**src/rtl/shift_exec_stage_pkg.sv**
```systemverilog
// shift_exec_stage_pkg: shift opcodes, datapath width, variable-amount clamp limit, legality decode
package shift_exec_stage_pkg;
  localparam int SHIFT_W = 32;
  localparam logic [31:0] SHAMT_MAX = 32'd32;
  localparam logic [2:0] OP_SHLL = 3'b000;
  localparam logic [2:0] OP_SHRL = 3'b001;
  localparam logic [2:0] OP_SHRA = 3'b010;
  localparam logic [2:0] OP_SHLLV = 3'b100;
  localparam logic [2:0] OP_SHRLV = 3'b101;
  localparam logic [2:0] OP_SHRAV = 3'b110;
  function automatic logic is_legal(input logic [2:0] op);
    return op[1:0] != 2'b11;
  endfunction
endpackage

```
**src/rtl/shift.sv**
```systemverilog
// shift: combinational barrel shifter; in/shamt/is_left/is_arith -> out, amounts >= width give 0 or sign fill
module shift
  import shift_exec_stage_pkg::*;
(
  input  logic [SHIFT_W-1:0] in,
  input  logic [31:0]        shamt,
  input  logic               is_left,
  input  logic               is_arith,
  output logic [SHIFT_W-1:0] out
);
  logic signed [SHIFT_W-1:0] sra;
  assign sra = $signed(in) >>> shamt;
  assign out = is_left ? in << shamt : is_arith ? sra : in >> shamt;
endmodule

```
**src/rtl/shift_exec_stage.sv**
```systemverilog
// shift_exec_stage: shift execute slot; in_valid/in_ready/op/rs_data/rt_data/shamt_imm in, 2-entry buffered out_valid/out_ready/result/illegal out
module shift_exec_stage
  import shift_exec_stage_pkg::*;
#(
  parameter int DEPTH = 2
) (
  input  logic         clk,
  input  logic         rst,
  input  logic         in_valid,
  output logic         in_ready,
  input  logic [2:0]   op,
  input  logic [31:0]  rs_data,
  input  logic [31:0]  rt_data,
  input  logic [4:0]   shamt_imm,
  output logic         out_valid,
  input  logic         out_ready,
  output logic [31:0]  result,
  output logic         illegal
);
  logic [31:0] amt, sh_out, res;
  logic [31:0] mem_res [DEPTH];
  logic        mem_ill [DEPTH];
  logic        head, tail, push, pop;
  logic [1:0]  count;
  assign amt = op[2] ? (rt_data > SHAMT_MAX ? SHAMT_MAX : rt_data) : 32'(shamt_imm);
  shift u_shift (
    .in(rs_data),
    .shamt(amt),
    .is_left(~op[1] & ~op[0]),
    .is_arith(op[1]),
    .out(sh_out)
  );
  assign res = is_legal(op) ? sh_out : rs_data;
  assign in_ready = count < 2'(DEPTH);
  assign out_valid = count != 2'd0;
  assign result = out_valid ? mem_res[head] : '0;
  assign illegal = out_valid && mem_ill[head];
  assign push = in_valid && in_ready;
  assign pop = out_valid && out_ready;
  always_ff @(posedge clk or posedge rst) begin
    if (rst) begin
      head <= 1'b0;
      tail <= 1'b0;
      count <= 2'd0;
      for (int i = 0; i < DEPTH; i++) begin
        mem_res[i] <= '0;
        mem_ill[i] <= 1'b0;
      end
    end else begin
      if (push) begin
        mem_res[tail] <= res;
        mem_ill[tail] <= !is_legal(op);
        tail <= ~tail;
      end
      if (pop) head <= ~head;
      count <= count + {1'b0, push} - {1'b0, pop};
    end
  end
endmodule

```
**config.mk**
```make
export PLATFORM = sky130hd
export DESIGN_NAME = shift_exec_stage
export DESIGN_NICKNAME = d
export VERILOG_FILES = /design/src/rtl/shift_exec_stage_pkg.sv /design/src/rtl/shift.sv /design/src/rtl/shift_exec_stage.sv
export SDC_FILE = /design/constraint.sdc
export NUM_CORES = 1
export LEC_CHECK = 0
export ABC_AREA = 0
export CAP_MARGIN = 5
export CORE_ASPECT_RATIO = 1.2
export CORE_MARGIN = 2
export CORE_UTILIZATION = 58
export DETAILED_ROUTE_END_ITERATION = 10
export PLACE_DENSITY_LB_ADDON = 0.2
export SYNTH_ARGS = -nofsm -noshare
export SYNTH_HDL_FRONTEND = slang
export SYNTH_HIERARCHICAL = 1
export SYNTH_SLANG_ARGS = --single-unit
```
**constraint.sdc**
```tcl
create_clock -name clk -period 3.2 [get_ports clk]
set_input_delay 0.96 -clock clk [delete_from_list [all_inputs] [get_ports clk]]
set_output_delay 0.96 -clock clk [all_outputs]
set_load 0.05 [all_outputs]
```
==> results.sh, run 1 <==
export IMPL_yosysSeqAreaShare_pct=20.0
export IMPL_haltStage="global routing (5_1_grt)"
export IMPL_synth_seq_cells=70
export IMPL_synth_edf_count=0
export IMPL_synth_ff_type="dfrtp_1"
export IMPL_synth_cells=1041
export IMPL_boundaryPins=111
export IMPL_grt_pass1_wl_mm=96.5
export IMPL_grt_max_degree=67
export IMPL_grt_pass1_vias=15300
export IMPL_synthTopCellsByCount="136 x nand2_1, 114 x mux2i_1, 93 x nor2_1"
export IMPL_start_util_pct=58.9
export IMPL_synth_cell_types=76
export IMPL_yosys_area_top_type_share_pct=20.0
export IMPL_cts_htree_levels=3
export IMPL_grt_usage_pct=78.1
export IMPL_synthTopCellsByArea="dfrtp_1 20%, mux4_2 16%, mux2i_1 13%"
export IMPL_error="[ERROR GRT-0116] Global routing finished with congestion. Check the congestion regions in the DRC Viewer."
export IMPL_cts_sinks=70
export IMPL_async_reset_ff_share_pct=100
export IMPL_syn_cell_area_um2=8770
export IMPL_synth_area_leader_cell="dfrtp_1"
export IMPL_place_congestion=1.10
export IMPL_fp_row_count=49
export IMPL_status="did not finish"
export IMPL_syn_area_per_cell_um2=8.43
export IMPL_root_buffer="clkbuf_16"
export IMPL_clk_path_buf_depth=2
export IMPL_io_buffers=110
export IMPL_cts_buffers_inserted=9
export IMPL_yosysWarnings=6
export IMPL_yosysMostFrequentCell="nand2_1"
export IMPL_holdBufCountCts=0
export IMPL_fp_dieW_um=116
export IMPL_dp_hpwl_mm=31.5
export IMPL_die_h_um=139
export IMPL_place_ws_ns=-1.90
export IMPL_overflow=112
cell families after synthesis:
family                     after synthesis  share of synthesized area [%]
and+or+nand+nor                        370                           19.6
AOI/OAI and AO/OA                      270                           21.0
muxes                                  200                           32.1
buffers and inverters                  124                           6.50
DFF                                     70                           20.0
xor gates and xnor gates                 4                          0.399
adders and majority gates                2                          0.285
other                                    1                         0.0427
routing by layer:
layer  overflow  global-route usage (%)
met5          0                    23.2
met3          0                    62.3
met1          0                    81.0
met4         60                    77.9
met2         52                    91.6
through the flow:
| stage | cell area (um2) | cells | utilization [%] | hold WS [ns] |
|---|---|---|---|---|
| after floorplan | 9120 | 1066 | - | 0.450 |
| after CTS | 14200 | 1656 | 95.3 | 0.478 |
| after global placement | 12100 | 1561 | 81.5 | 0.460 |
| after detailed placement | 12100 | 1561 | 81.5 | 0.465 |
repair_timing:
item | in CTS
pin swaps | 121
setup endpoints to repair | 64
gates cloned | 6
gates resized for setup | 290
buffers inserted | 80
==> run 2, diff against run 1 <==
--- a/config.mk
+++ b/config.mk
@@ -7,11 +7,10 @@
 export LEC_CHECK = 0
 export ABC_AREA = 0
 export CAP_MARGIN = 5
-export CORE_ASPECT_RATIO = 1.2
 export CORE_MARGIN = 2
-export CORE_UTILIZATION = 58
+export CORE_UTILIZATION = 40
 export DETAILED_ROUTE_END_ITERATION = 10
-export PLACE_DENSITY_LB_ADDON = 0.2
+export PLACE_DENSITY_LB_ADDON = 0.15
 export SYNTH_ARGS = -nofsm -noshare
 export SYNTH_HDL_FRONTEND = slang
 export SYNTH_HIERARCHICAL = 1
==> results.sh, run 2 <==
export IMPL_slew_violations=0
export IMPL_holdBufCountCts=0
export IMPL_via_per_inst=6.31
export IMPL_regMostFlops="mem_res"
export IMPL_start_util_pct=40.5
export IMPL_dieArea_um2=23100
export IMPL_cts_tree="built"
export IMPL_yosysMostFrequentCell="nand2_1"
export IMPL_cp_arrival_ns=4.13
export IMPL_path_buf_inv=5
export IMPL_yosysSeqAreaShare_pct=20.0
export IMPL_root_buffer="clkbuf_16"
export IMPL_cts_htree_levels=3
export IMPL_place_area_um2=12600
export IMPL_mostFrequentLayoutCells="346 x buf_4, 122 x nand2_1, 81 x mux2i_1, 75 x nor2_1, 69 x dfrtp_1"
export IMPL_synth_seq_cells=70
export IMPL_fin_setup_tns_ns=-41.65
export IMPL_cts_buffers_inserted=9
export IMPL_cts_sinks=70
export IMPL_final_util_pct=69.2
export IMPL_fp_dieW_um=152
export IMPL_syn_area_per_cell_um2=8.43
export IMPL_io_buffers=110
export IMPL_cap_violations=0
export IMPL_status="complete, but fails checks"
export IMPL_min_to="mem_res[47]"
export IMPL_antenna_found_initial=1
export IMPL_criticalPathCategory="primary input to flop"
export IMPL_drive_above_1_share_pct=52.0
export IMPL_fillerInstances=1693
export IMPL_final_cells=1756
export IMPL_holdCritStartpoint="mem_res[47]"
export IMPL_p_leak_nw=6.34
export IMPL_yosys_area_top_type_share_pct=20.0
export IMPL_grt_pass1_wl_mm=64.8
export IMPL_worstHoldPathCells=2
export IMPL_synth_area_leader_cell="dfrtp_1"
export IMPL_clkTransAtPathRegs_ns=0.06
export IMPL_drc=0
export IMPL_synthTopCellsByArea="dfrtp_1 20%, mux4_2 16%, mux2i_1 13%"
export IMPL_grt_usage_pct=36.1
export IMPL_swShare_pct=47.4
export IMPL_slew_headroom_pct=45.5
export IMPL_grt_pass1_vias=10900
export IMPL_path_cells="buf_2 > nor4_4 > nand4_1 > buf_6 > o32ai_4 > buf_12 > buf_12 > buf_8 > mux4_2 > mux4_2 > a32oi_2 > o211ai_1 > mux2i_2 > o21ai_1"
export IMPL_synth_edf_count=0
export IMPL_violations="setup timing"
export IMPL_pwr_share_seq_pct=22.5
export IMPL_grt_max_degree=71
export IMPL_synthTopCellsByCount="136 x nand2_1, 114 x mux2i_1, 93 x nor2_1"
export IMPL_max_slew_worst_pin_slew_ns=0.817
export IMPL_largestRegisters="mem_res: 64 flops, count: 2 flops, mem_ill: 2 flops"
export IMPL_synth_ff_type="dfrtp_1"
export IMPL_slowest_delay_ns=0.56
export IMPL_core_um2=21700
export IMPL_largest_register_ffs=64
export IMPL_area_delta_synth_final_pct=71.0
export IMPL_cp_required_ns=3.38
export IMPL_critPathTopFamily="multiplexers"
export IMPL_register_area_um2=1750
export IMPL_routedWlPerCell_um=24.6
export IMPL_power_density_nw_per_um2=456
export IMPL_synth_cell_types=76
export IMPL_pwr_share_clk_pct=14.0
export IMPL_boundaryPins=111
export IMPL_async_reset_ff_share_pct=100
export IMPL_synth_cells=1041
export IMPL_fin_crit_ns=3.95
export IMPL_fin_ws_ns=-0.746
export IMPL_wirelength_mm=43.2
export IMPL_hp_class="flop to flop"
export IMPL_power_switching_mw=3.24
export IMPL_fmax_mhz=253
export IMPL_fp_row_count=54
export IMPL_yosysWarnings=6
export IMPL_clk_path_buf_depth=2
export IMPL_fin_worst_skew_ns=0.0105
export IMPL_place_congestion=1.05
export IMPL_drt_iter0_markers=1241
export IMPL_multiInputGateArea_um2=8070
export IMPL_first_pass_iters=5
export IMPL_crit_path_end_kind="flop"
export IMPL_syn_cell_area_um2=8770
export IMPL_path_max_fanout=6
export IMPL_overflow=0
export IMPL_finalNetCount=1549
export IMPL_reg2regPathDepth=8
export IMPL_internal_power_mw=3.60
export IMPL_rr_startpoint="count[1]"
export IMPL_worst_skew_pair_late_latency_ns=0.34
export IMPL_ant_nets=0
export IMPL_comb_power_share_pct=63.5
export IMPL_startpoint_type="primary input"
export IMPL_vias=11100
export IMPL_die_h_um=152
export IMPL_slowest_stage="mux4_2"
export IMPL_n_antenna_cell=0
export IMPL_final_common_cell="buf_4"
export IMPL_r2r_slack_ns=1.54
export IMPL_place_ws_ns=-1.76
export IMPL_rr_endpoint="count[1]"
export IMPL_irDropWorstVdd_mv=0.339
export IMPL_fin_crit_sh_pct=123
export IMPL_postLayoutCellArea_um2=15000
export IMPL_dp_hpwl_mm=32.1
export IMPL_rsz0062_at_grt="yes"
export IMPL_dp_cells=1682
export IMPL_hold_viol=0
export IMPL_setup_viol=64
[run 2: cells by family after synthesis]
group / count (synthesis) / share of synthesized area, %
and+or+nand+nor: 370 / 19.6
AOI/OAI and AO/OA: 270 / 21.0
muxes: 200 / 32.1
buffers and inverters: 124 / 6.50
DFF: 70 / 20.0
xor gates and xnor gates: 4 / 0.399
adders and majority gates: 2 / 0.285
other: 1 / 0.0427
[run 2: what timing repair did]
action                     CTS  global route
setup endpoints to repair   64            64
resized for setup          321           145
pin swaps                   95            79
gates cloned                 5             0
setup buffers               54            19
[run 2: area by class of cell]
cell class,count,share of cell area (%)
well taps,280,2.34
repair buffers,500,29.8
flip-flops and latches,70,11.7
multi-input cells,872,53.8
clock buffers,9,1.50
clock inverters,7,0.409
inverters,18,0.500
[run 2: metal layers]
layer  vias to the layer above  GRT usage (%)  part of all wire, %
met5                         -              0                0.044
met4                         2           17.8                  5.8
met1                      5417           48.4                   40
met2                       650           56.4                   45
li1                       4856              -                    -
met3                       158           6.56                  9.1
[run 2: worst max-delay path by stage]
stage | from | end | slack [ns] | depth (start not counted)
after detailed placement | rt_data[15] | mem_res[28] | -1.76 | 16
final | rt_data[5] | mem_res[56] | -0.75 | 14
after CTS | rt_data[25] | mem_res[38] | -0.78 | 17
after global routing | rt_data[24] | mem_res[37] | -0.86 | 17
after floorplan | rt_data[29] | mem_res[14] | -0.68 | 13
after global placement | rt_data[18] | mem_res[14] | -1.63 | 14
[run 2: per-stage QoR]
step | power (mW) | hold WS [ns]
CTS | 6.73 | 0.481
finish | 6.84 | 0.478
global route | 7.23 | 0.504
detailed placement | 5.50 | 0.466
floorplan | 4.03 | 0.450
global placement | 5.44 | 0.461
[run 2: power groups by stage]
| stage | Combinational (mW) | Sequential (mW) | Clock (mW) |
|---|---|---|---|
| 6_report | 4.34 | 1.54 | 0.960 |
| 5_1_grt | 4.59 | 1.60 | 1.03 |
| 4_1_cts | 4.21 | 1.54 | 0.980 |
| 3_5_place_dp | 3.94 | 1.56 | 0 |
| 3_3_place_gp | 3.91 | 1.53 | 0 |
| 2_1_floorplan | 2.57 | 1.46 | 0 |
[run 2: tightest hold or removal path, stage by stage, from the launching register on]
cell	delay, ns
dfrtp_1	0.34
nand2_1	0.06
o21ai_2	0.05
Power figures use the tool's default switching activity.
